[src/rtl/vector_sched_pkg.sv]
// Shared definitions for the vector_sched slice: opcodes, FSM state type, default operand width.
package vector_sched_pkg;

  localparam int unsigned W_DEFAULT = 4;

  localparam logic [1:0] OP_BOR = 2'd0;
  localparam logic [1:0] OP_LOR = 2'd1;
  localparam logic [1:0] OP_ROR = 2'd2;
  localparam logic [1:0] OP_NOT = 2'd3;

  typedef enum logic [1:0] {
    ST_IDLE,
    ST_EXEC,
    ST_RESP
  } vs_state_e;

endpackage

[src/rtl/vector_sched_vector.sv]
// vector: combinational operator bank producing every opcode's result in parallel.
module vector
  import vector_sched_pkg::*;
#(
  parameter int unsigned W = W_DEFAULT
) (
  input  logic [W-1:0]   a,
  input  logic [W-1:0]   b,
  output logic [W-1:0]   bor,
  output logic           lor,
  output logic [1:0]     ror,
  output logic [2*W-1:0] bnot
);

  assign bor  = a | b;
  assign lor  = (|a) || (|b);
  assign ror  = {|b, |a};
  assign bnot = {~a, ~b};

endmodule

[src/rtl/vector_sched.sv]
// vector_sched: two-requester round-robin scheduler for the vector operator bank.
// Optional grant statistics are enabled with `define VECTOR_SCHED_STATS_EN.
module vector_sched
  import vector_sched_pkg::*;
#(
  parameter int unsigned W     = W_DEFAULT,
  parameter int unsigned CNT_W = 8
) (
  input  logic           clk,
  input  logic           rst,
  input  logic           req0_valid,
  output logic           req0_ready,
  input  logic [W-1:0]   req0_a,
  input  logic [W-1:0]   req0_b,
  input  logic [1:0]     req0_op,
  input  logic           req1_valid,
  output logic           req1_ready,
  input  logic [W-1:0]   req1_a,
  input  logic [W-1:0]   req1_b,
  input  logic [1:0]     req1_op,
  output logic           rsp_valid,
  input  logic           rsp_ready,
  output logic           rsp_id,
  output logic [2*W-1:0] rsp_data
`ifdef VECTOR_SCHED_STATS_EN
  ,
  output logic [CNT_W-1:0] grant_cnt0,
  output logic [CNT_W-1:0] grant_cnt1
`endif
);

  if (CNT_W < 1) begin : g_cnt_w_check
    $error("CNT_W must be at least 1");
  end

  vs_state_e      state_q, state_d;
  logic           ptr_q;
  logic           grant;
  logic           accept;
  logic [W-1:0]   a_q, b_q;
  logic [1:0]     op_q;
  logic           id_q;

  logic [W-1:0]   v_bor;
  logic           v_lor;
  logic [1:0]     v_ror;
  logic [2*W-1:0] v_bnot;
  logic [2*W-1:0] result;

  vector #(.W(W)) u_vector (
    .a    (a_q),
    .b    (b_q),
    .bor  (v_bor),
    .lor  (v_lor),
    .ror  (v_ror),
    .bnot (v_bnot)
  );

  always_comb begin
    result = '0;
    unique case (op_q)
      OP_BOR:  result[W-1:0] = v_bor;
      OP_LOR:  result[0]     = v_lor;
      OP_ROR:  result[1:0]   = v_ror;
      OP_NOT:  result        = v_bnot;
      default: result        = '0;
    endcase
  end

  // Pointer only arbitrates a tie; a lone valid requester always wins.
  always_comb begin
    state_d    = state_q;
    req0_ready = 1'b0;
    req1_ready = 1'b0;
    grant      = (req0_valid && req1_valid) ? ptr_q : req1_valid;
    unique case (state_q)
      ST_IDLE: begin
        req0_ready = !rst && req0_valid && !grant;
        req1_ready = !rst && req1_valid && grant;
        if (req0_ready || req1_ready) state_d = ST_EXEC;
      end
      ST_EXEC: state_d = ST_RESP;
      ST_RESP: if (rsp_ready) state_d = ST_IDLE;
      default: state_d = ST_IDLE;
    endcase
  end

  assign accept    = req0_ready || req1_ready;
  assign rsp_valid = (state_q == ST_RESP);

  always_ff @(posedge clk) begin
    if (rst) begin
      state_q  <= ST_IDLE;
      ptr_q    <= 1'b0;
      a_q      <= '0;
      b_q      <= '0;
      op_q     <= '0;
      id_q     <= 1'b0;
      rsp_id   <= 1'b0;
      rsp_data <= '0;
    end else begin
      state_q <= state_d;
      if (accept) begin
        a_q   <= grant ? req1_a  : req0_a;
        b_q   <= grant ? req1_b  : req0_b;
        op_q  <= grant ? req1_op : req0_op;
        id_q  <= grant;
        ptr_q <= !grant;
      end
      if (state_q == ST_EXEC) begin
        rsp_data <= result;
        rsp_id   <= id_q;
      end
    end
  end

`ifdef VECTOR_SCHED_STATS_EN
  always_ff @(posedge clk) begin
    if (rst) begin
      grant_cnt0 <= '0;
      grant_cnt1 <= '0;
    end else begin
      if (req0_ready && (grant_cnt0 != '1)) grant_cnt0 <= grant_cnt0 + 1'b1;
      if (req1_ready && (grant_cnt1 != '1)) grant_cnt1 <= grant_cnt1 + 1'b1;
    end
  end
`endif

endmodule

[config.mk]
export PLATFORM = sky130hd
export DESIGN_NAME = vector_sched
export DESIGN_NICKNAME = d
export VERILOG_FILES = /design/src/rtl/vector_sched_pkg.sv /design/src/rtl/vector_sched_vector.sv /design/src/rtl/vector_sched.sv
export SDC_FILE = /design/constraint.sdc
export NUM_CORES = 1
export LEC_CHECK = 0
export CORE_MARGIN = 2
export CORE_UTILIZATION = 46
export CTS_BUF_LIST = sky130_fd_sc_hd__clkbuf_2
export DETAILED_ROUTE_END_ITERATION = 8
export GPL_ROUTABILITY_DRIVEN = 0
export PLACE_DENSITY_LB_ADDON = 0.05
export SETUP_SLACK_MARGIN = 0.4
export SLEW_MARGIN = 20
export SYNTH_ARGS = -nofsm -noshare
export SYNTH_HDL_FRONTEND = slang
export SYNTH_SLANG_ARGS = --single-unit
[constraint.sdc]
create_clock -name clk -period 1.9 [get_ports clk]
set_clock_uncertainty 0.15 [all_clocks]
set_input_delay 0.285 -clock clk [delete_from_list [all_inputs] [get_ports clk]]
set_output_delay 0.285 -clock clk [all_outputs]
set_load 0.01 [all_outputs]
Word-level counts from Yosys, hierarchy flattened
Cells that the tools add are included.

Register bits: 23. Latch bits: 0. Memory bits (writable): 0. Bits in read-only memories: 0. Output and inout bits: 12. Logic and storage cells: 46. Memories: 0.

Add/subtract/negate cells: 0. Multiply operators: 0. Div/mod/pow operators: 0. $lt $le $gt $ge: 0. Eq/ne operators: 7. Shift-type cells: 0. Muxes and demuxes: 13. Bitwise gates (word level): 3. Reductions and logical operators: 15.

Operators by type and width (number): two-way mux 4 bit (3); inverter 4 bit (2); OR reduction 4 bit (2); equality test 2 bit, second input constant (3); two-way mux 2 bit (3); one-hot mux 2 bit (3 select lines) (1); logical AND 1 bit (5); equality test 2 x 1 -> 1 bit, second input constant (2); zero test 2 bit (2); bitwise OR 4 bit (1); one-hot mux 1 bit (4 select lines) (1); one-hot mux 2 bit (2 select lines) (1); logical OR 1 bit (3); two-way mux 1 bit (3); one-hot mux 1 bit (3 select lines) (1); zero test 1 bit (2); inequality test 2 x 1 -> 1 bit, second input constant (1); inequality test 2 bit, second input constant (1); AND reduction 2 bit (1).

Depth between registers and ports, before layout
Gate-level depths: netlist of run 1.

Depth in word-level cells: 7. Mapped depth: 6. Gate-level depth less buffers: 6.

Cells and area by module
From an unflattened synthesis of run 1, not the netlist that was laid out.

Cell total of the unflattened synthesis: 133. Area, all modules: 1202.4 um^2.

By module, submodules not included: vector_sched (instances 1, cells an instance 118, area each 1128.6 um^2, sequential area each 460.4 um^2); vector (instances 1, cells an instance 15, area each 73.8 um^2, sequential area each 0.0 um^2).

Worst setup path after synthesis of run 1
OpenSTA, ideal clock, no wires.

Path type: register to register. From: reg a_q[3]. To: reg rsp_data[0]. Library setup time: 0.117 ns. Arrival: 1.284 ns. Required time: 1.633 ns. Setup slack: 0.348 ns. Stages on the path, launching flop included: 5. Buffers on the path: 0. Cells stage by stage: dfxtp_1 > or4_4 > a21oi_2 > o221ai_1 > a32o_1.

Word-level cells in the longest chain between the ends: 3.

RTL lines: from (decl) (RTL line vector_sched.sv:40) `logic [W-1:0] a_q, b_q;`; from (signal assigned) (RTL line vector_sched.sv:104) `a_q <= grant ? req1_a : req0_a;`; OR reduction 4 bit (*) (RTL line vector_sched_vector.sv:16, vector_sched_vector.sv:17); logical OR 1 bit (RTL line vector_sched_vector.sv:16) `assign lor = (|a) || (|b);`; one-hot mux 1 bit (4 select lines) (*) (RTL line vector_sched.sv:61) `unique case (op_q)`; to (signal assigned) (RTL line vector_sched.sv:111) `rsp_data <= result;`; to (decl) (RTL line vector_sched.sv:24) `output logic [2*W-1:0] rsp_data`.

Every way passes the cells marked *; elsewhere a longest branch is shown, timed or not. A chain may end at the register's enable or synchronous reset.

Worst setup path in the final report of run 1
From: reg state_q[1]. To: out req0_ready.

Word-level cells in the longest chain between the ends: 2.

RTL lines: from (decl) (RTL line vector_sched.sv:36) `vs_state_e state_q, state_d;`; from (signal assigned) (RTL line vector_sched.sv:102) `state_q <= state_d;`; zero test 2 bit (RTL line vector_sched.sv:76) `unique case (state_q)`; two-way mux 1 bit (RTL line vector_sched.sv:76); to (decl) (RTL line vector_sched.sv:12) `output logic req0_ready,`.

No other way between the ends.

==> flow_results.xml, run 1 <==
<?xml version="1.0" encoding="UTF-8"?>
<metrics>
  <group name="floorplan">
    <metric name="number_of_rows_created_at_floorplan" unit="">17</metric>
    <metric name="die_w" unit="microns">52.2</metric>
    <metric name="ioPinCount" unit="">37</metric>
    <metric name="initial_core_util" unit="">0.482</metric>
    <metric name="core_area" unit="sq mm">0.00221</metric>
    <metric name="die_area" unit="sq mm">0.00272</metric>
    <metric name="die_outline_height" unit="microns">52.2</metric>
  </group>
  <group name="sta">
    <metric name="pins_over_their_slew_limit" unit="">0</metric>
    <metric name="rsz0062_at_grt" unit="">yes</metric>
    <metric name="max-slew-margin-rel" unit="">0.823</metric>
    <metric name="setup_viol_count_final" unit="">0</metric>
    <metric name="final_min_period_over_clock_period" unit="">0.913</metric>
    <metric name="fin_crit" unit="ns">1.73</metric>
    <metric name="hold-worst-slack" unit="ns">0.120</metric>
    <metric name="hold_violations" unit="">0</metric>
    <metric name="fmax" unit="MHz">577</metric>
    <metric name="least_margin_pin_slew" unit="ns">0.266</metric>
    <metric name="setup_slack" unit="ns">0.166</metric>
  </group>
  <group name="synthesis">
    <metric name="sequential_fraction_of_the_synthesis_area" unit="">0.431</metric>
    <metric name="synth.net_count" unit="">151</metric>
    <metric name="area_share_of_the_largest_cell_type_after_synthesis" unit="">0.431</metric>
    <metric name="yosysWarningCount" unit="">0</metric>
    <metric name="post-synth-top-area-cell" unit="">dfxtp_1</metric>
    <metric name="synthFlopType" unit="">dfxtp_1</metric>
    <metric name="postSynthAreaPerCell" unit="sq um">8.75</metric>
    <metric name="commonest_cells_in_the_netlist" unit="">dfxtp_1 (23), a21oi_1 (18), o21ai_0 (16)</metric>
    <metric name="syn-instance-count" unit="">122</metric>
    <metric name="synth_area_leaders" unit="">dfxtp_1 (43%), mux2i_1 (9.4%), a21oi_1 (8.4%), o21ai_0 (7.5%), ha_1 (4.7%)</metric>
    <metric name="synth-seq-cells" unit="">23</metric>
    <metric name="synth_edf_count" unit="">0</metric>
    <metric name="yosys.cell_count.top_type" unit="">dfxtp_1</metric>
    <metric name="post_synth_instance_area" unit="sq mm">0.00107</metric>
    <metric name="asyncSetResetFlopFracSynth" unit="">0</metric>
    <metric name="yosysUniqueCellTypes" unit="">29</metric>
  </group>
  <group name="setup_path">
    <metric name="critical_path.cell_chain" unit="">buf_6 &gt; nor3_4 &gt; and3_1 &gt; buf_2</metric>
    <metric name="timing.rr.start" unit="">a_q[2]$_SDFFE_PP0P_</metric>
    <metric name="cp-end-kind" unit="">primary output</metric>
    <metric name="worst-r2r-cell-count" unit="">4</metric>
    <metric name="cp.required" unit="ns">1.46</metric>
    <metric name="worst_flop_to_flop_path_endpoint" unit="">rsp_data[0]$_SDFFE_PP0N_</metric>
    <metric name="worstSetupStartpointType" unit="">flip-flop</metric>
    <metric name="worst_path_max_delay_cell" unit="">dfxtp_2</metric>
    <metric name="cp_num_buf_inv" unit="">2</metric>
    <metric name="rrSetupSlack" unit="ns">0.29</metric>
    <metric name="critical-path-max-stage-delay" unit="ns">0.39</metric>
    <metric name="data_arrival_critical_path" unit="ns">1.30</metric>
    <metric name="worstPathMaxFanout" unit="">3</metric>
    <metric name="criticalPathCategory" unit="">reg2out</metric>
    <metric name="cp_top_family" unit="">flip-flops</metric>
  </group>
  <group name="power">
    <metric name="power.density_cell_area" unit="mW/mm^2">633</metric>
    <metric name="switching_share" unit="">0.313</metric>
    <metric name="p_int" unit="uW">775</metric>
    <metric name="sequentialPowerShare" unit="">0.494</metric>
    <metric name="peakVddDrop" unit="V">0.000491</metric>
    <metric name="total_switching_power" unit="uW">353</metric>
    <metric name="share_clk_of_total_power" unit="">0.188</metric>
    <metric name="cellLeakagePower" unit="uW">0.000808</metric>
    <metric name="power.share.combinational" unit="">0.318</metric>
  </group>
  <group name="global_route">
    <metric name="grt_use_total" unit="">0.232</metric>
    <metric name="grt_pass1_vias" unit="">1031</metric>
    <metric name="global_route.overflow_total" unit="">0</metric>
    <metric name="wire_length_of_the_first_global_routing_pass" unit="mm">4.62</metric>
    <metric name="antenna_found_initial" unit="">0</metric>
    <metric name="pin_count_of_the_biggest_net_entering_global_routing" unit="">22</metric>
  </group>
  <group name="cts">
    <metric name="numClockSinks" unit="">23</metric>
    <metric name="cts.clk_slew.worst_paths" unit="ns">0.22</metric>
    <metric name="cts-root-buf" unit="">clkbuf_2</metric>
    <metric name="htree_num_levels" unit="">1</metric>
    <metric name="clock_tree_from_tritoncts" unit="">done</metric>
    <metric name="cts_inserted_buffers" unit="">3</metric>
    <metric name="clk-insertion-delay-late" unit="ns">0.37</metric>
    <metric name="cts.path.max_buffers" unit="">2</metric>
    <metric name="hold_buffers" unit="">0</metric>
  </group>
  <group name="finish">
    <metric name="nFillCells" unit="">157</metric>
    <metric name="finalCoreUtilization" unit="">0.805</metric>
    <metric name="layout-drive-gt1-share" unit="">0.381</metric>
    <metric name="number_of_cells_in_the_finished_layout_apart_from_fillers" unit="">209</metric>
    <metric name="fin_nets" unit="">211</metric>
    <metric name="insertedDiodeCount" unit="">0</metric>
    <metric name="area.growth.synth_to_final" unit="%">66.9</metric>
  </group>
  <group name="placement">
    <metric name="placed_cells_incl_taps" unit="">187</metric>
    <metric name="dp_slack" unit="ns">-0.248</metric>
    <metric name="dpl.hpwl" unit="mm">1.86</metric>
    <metric name="io_buffer_count" unit="">36</metric>
  </group>
  <group name="route">
    <metric name="number_of_design_rule_violations_left_after_detail_routing" unit="">0</metric>
    <metric name="detail-route-antenna-nets" unit="">0</metric>
    <metric name="route.vias.total" unit="">1151</metric>
    <metric name="avgViaCountPerCell" unit="">5.51</metric>
    <metric name="dr.first_iter.drc_count" unit="">27</metric>
    <metric name="first_pass_iters" unit="">4</metric>
    <metric name="detail_route.wirelength" unit="mm">3.12</metric>
    <metric name="route.detailed.wl_per_inst" unit="microns">14.9</metric>
  </group>
  <group name="worst_hold_path">
    <metric name="min_path_cells" unit="">3</metric>
    <metric name="worst_hold_check_path_type" unit="">in2reg</metric>
    <metric name="hp-start" unit="">req1_valid</metric>
    <metric name="worst_hold_path.endpoint" unit="">ptr_q$_SDFFE_PP0P_</metric>
  </group>
  <group name="flow_run">
    <metric name="drv.max_cap_violation_count" unit="">0</metric>
  </group>
  <group name="run_status">
    <metric name="run_status" unit="">finished clean</metric>
  </group>
</metrics>
[cell families (layout without fill, tap and decap cells)]
kind of cell               after synthesis  in the layout  share of synthesized area
AOI/OAI and AO/OA                       45             45                      0.249
muxes                                   10             10                     0.0938
adders and majority gates                4              4                     0.0469
DFF                                     23             23                      0.431
and+or+nand+nor                         28             29                      0.136
buffers and inverters                   12             70                     0.0434
[layer usage]
metal,global-route usage,share of wire,vias to the layer above
met5,0,0,-
met4,0.0812,0.013,0
met3,0.0257,0.035,5
met2,0.428,0.52,34
met1,0.274,0.43,552
li1,-,-,560
[power groups by stage]
stage	logic, uW	clock network (uW)	registers, uW
after floorplan	143	0	555
after global placement	252	0	561
after detailed placement	261	0	562
after CTS	303	209	553
after global routing	387	230	562
final	359	212	557
[flip-flops by register name, indices dropped and copies added, names as in the netlist]
signal    count
id_q          1
b_q           4
state_q       2
op_q          2
rsp_data      8
a_q           4
ptr_q         1
rsp_id        1
[cell usage in the layout (no fill, tap or decap), types with 2 or more instances in the layout]
master           count
inv_1                6
buf_2                2
nor2_1               5
dfxtp_1              5
a21oi_1             15
a21oi_2              4
or3_4                3
clkbuf_2             3
dlygate4sd2_1       10
buf_6                3
or4_4                2
nand2_1              7
a22oi_1              2
dfxtp_2             17
ha_1                 4
buf_4               20
mux2i_1              9
o21ai_0             16
clkdlybuf4s50_1     22
nand2b_4             2
[through the flow]
stage	total power [uW]	setup TNS, ns	instance area [sq um]
floorplan	697	0	1070
global placement	813	-0.322	1500
CTS	1060	0	1650
global route	1180	0	1780
finish	1130	0	1780
detailed placement	823	-0.398	1500
[worst max-delay path by stage]
| stage | depth (start not counted) | startpoint | endpoint | slack (ns) |
|---|---|---|---|---|
| 2_1_floorplan | 4 | a_q[2]$_SDFFE_PP0P_ | rsp_data[0]$_SDFFE_PP0N_ | 0.39 |
| 3_3_place_gp | 5 | req0_valid | req0_ready | -0.19 |
| 3_5_place_dp | 5 | req0_valid | req0_ready | -0.25 |
| 4_1_cts | 4 | state_q[1]$_SDFFE_PP0P_ | req0_ready | 0.19 |
| 5_1_grt | 6 | req0_valid | req1_ready | 0.12 |
| 6_report | 4 | state_q[1]$_SDFFE_PP0P_ | req0_ready | 0.17 |
[tightest hold or removal path, cell delays in order]
cell and delay (ns):
dlymetal6s2s_1 0.12, buf_4 0.13, a311oi_1 0.08
[area by class of cell]
| class | count | area [sq um] | area share |
|---|---|---|---|
| clock inverter | 1 | 5.00 | 0.00281 |
| clock buffer | 3 | 15.0 | 0.00843 |
| tap | 28 | 35.0 | 0.0197 |
| inverter | 6 | 22.5 | 0.0126 |
| multi-input combinational | 88 | 659 | 0.370 |
| sequential | 23 | 485 | 0.272 |
| timing repair buffer | 60 | 559 | 0.314 |
[what timing repair did]
item,4_1_cts,5_1_grt
cloned,0,2
endpoints found under the hold margin,0,0
pin swaps,3,5
buffers inserted,11,5
gates resized for setup,48,18
setup endpoints to repair,17,20
Power figures use the tool's default switching activity.
==> run 2: changes to the inputs <==
- SLEW_MARGIN: 20 -> unset
==> results of run 2 <==
Final layout, timing and power as in run 1 (identical DEF).
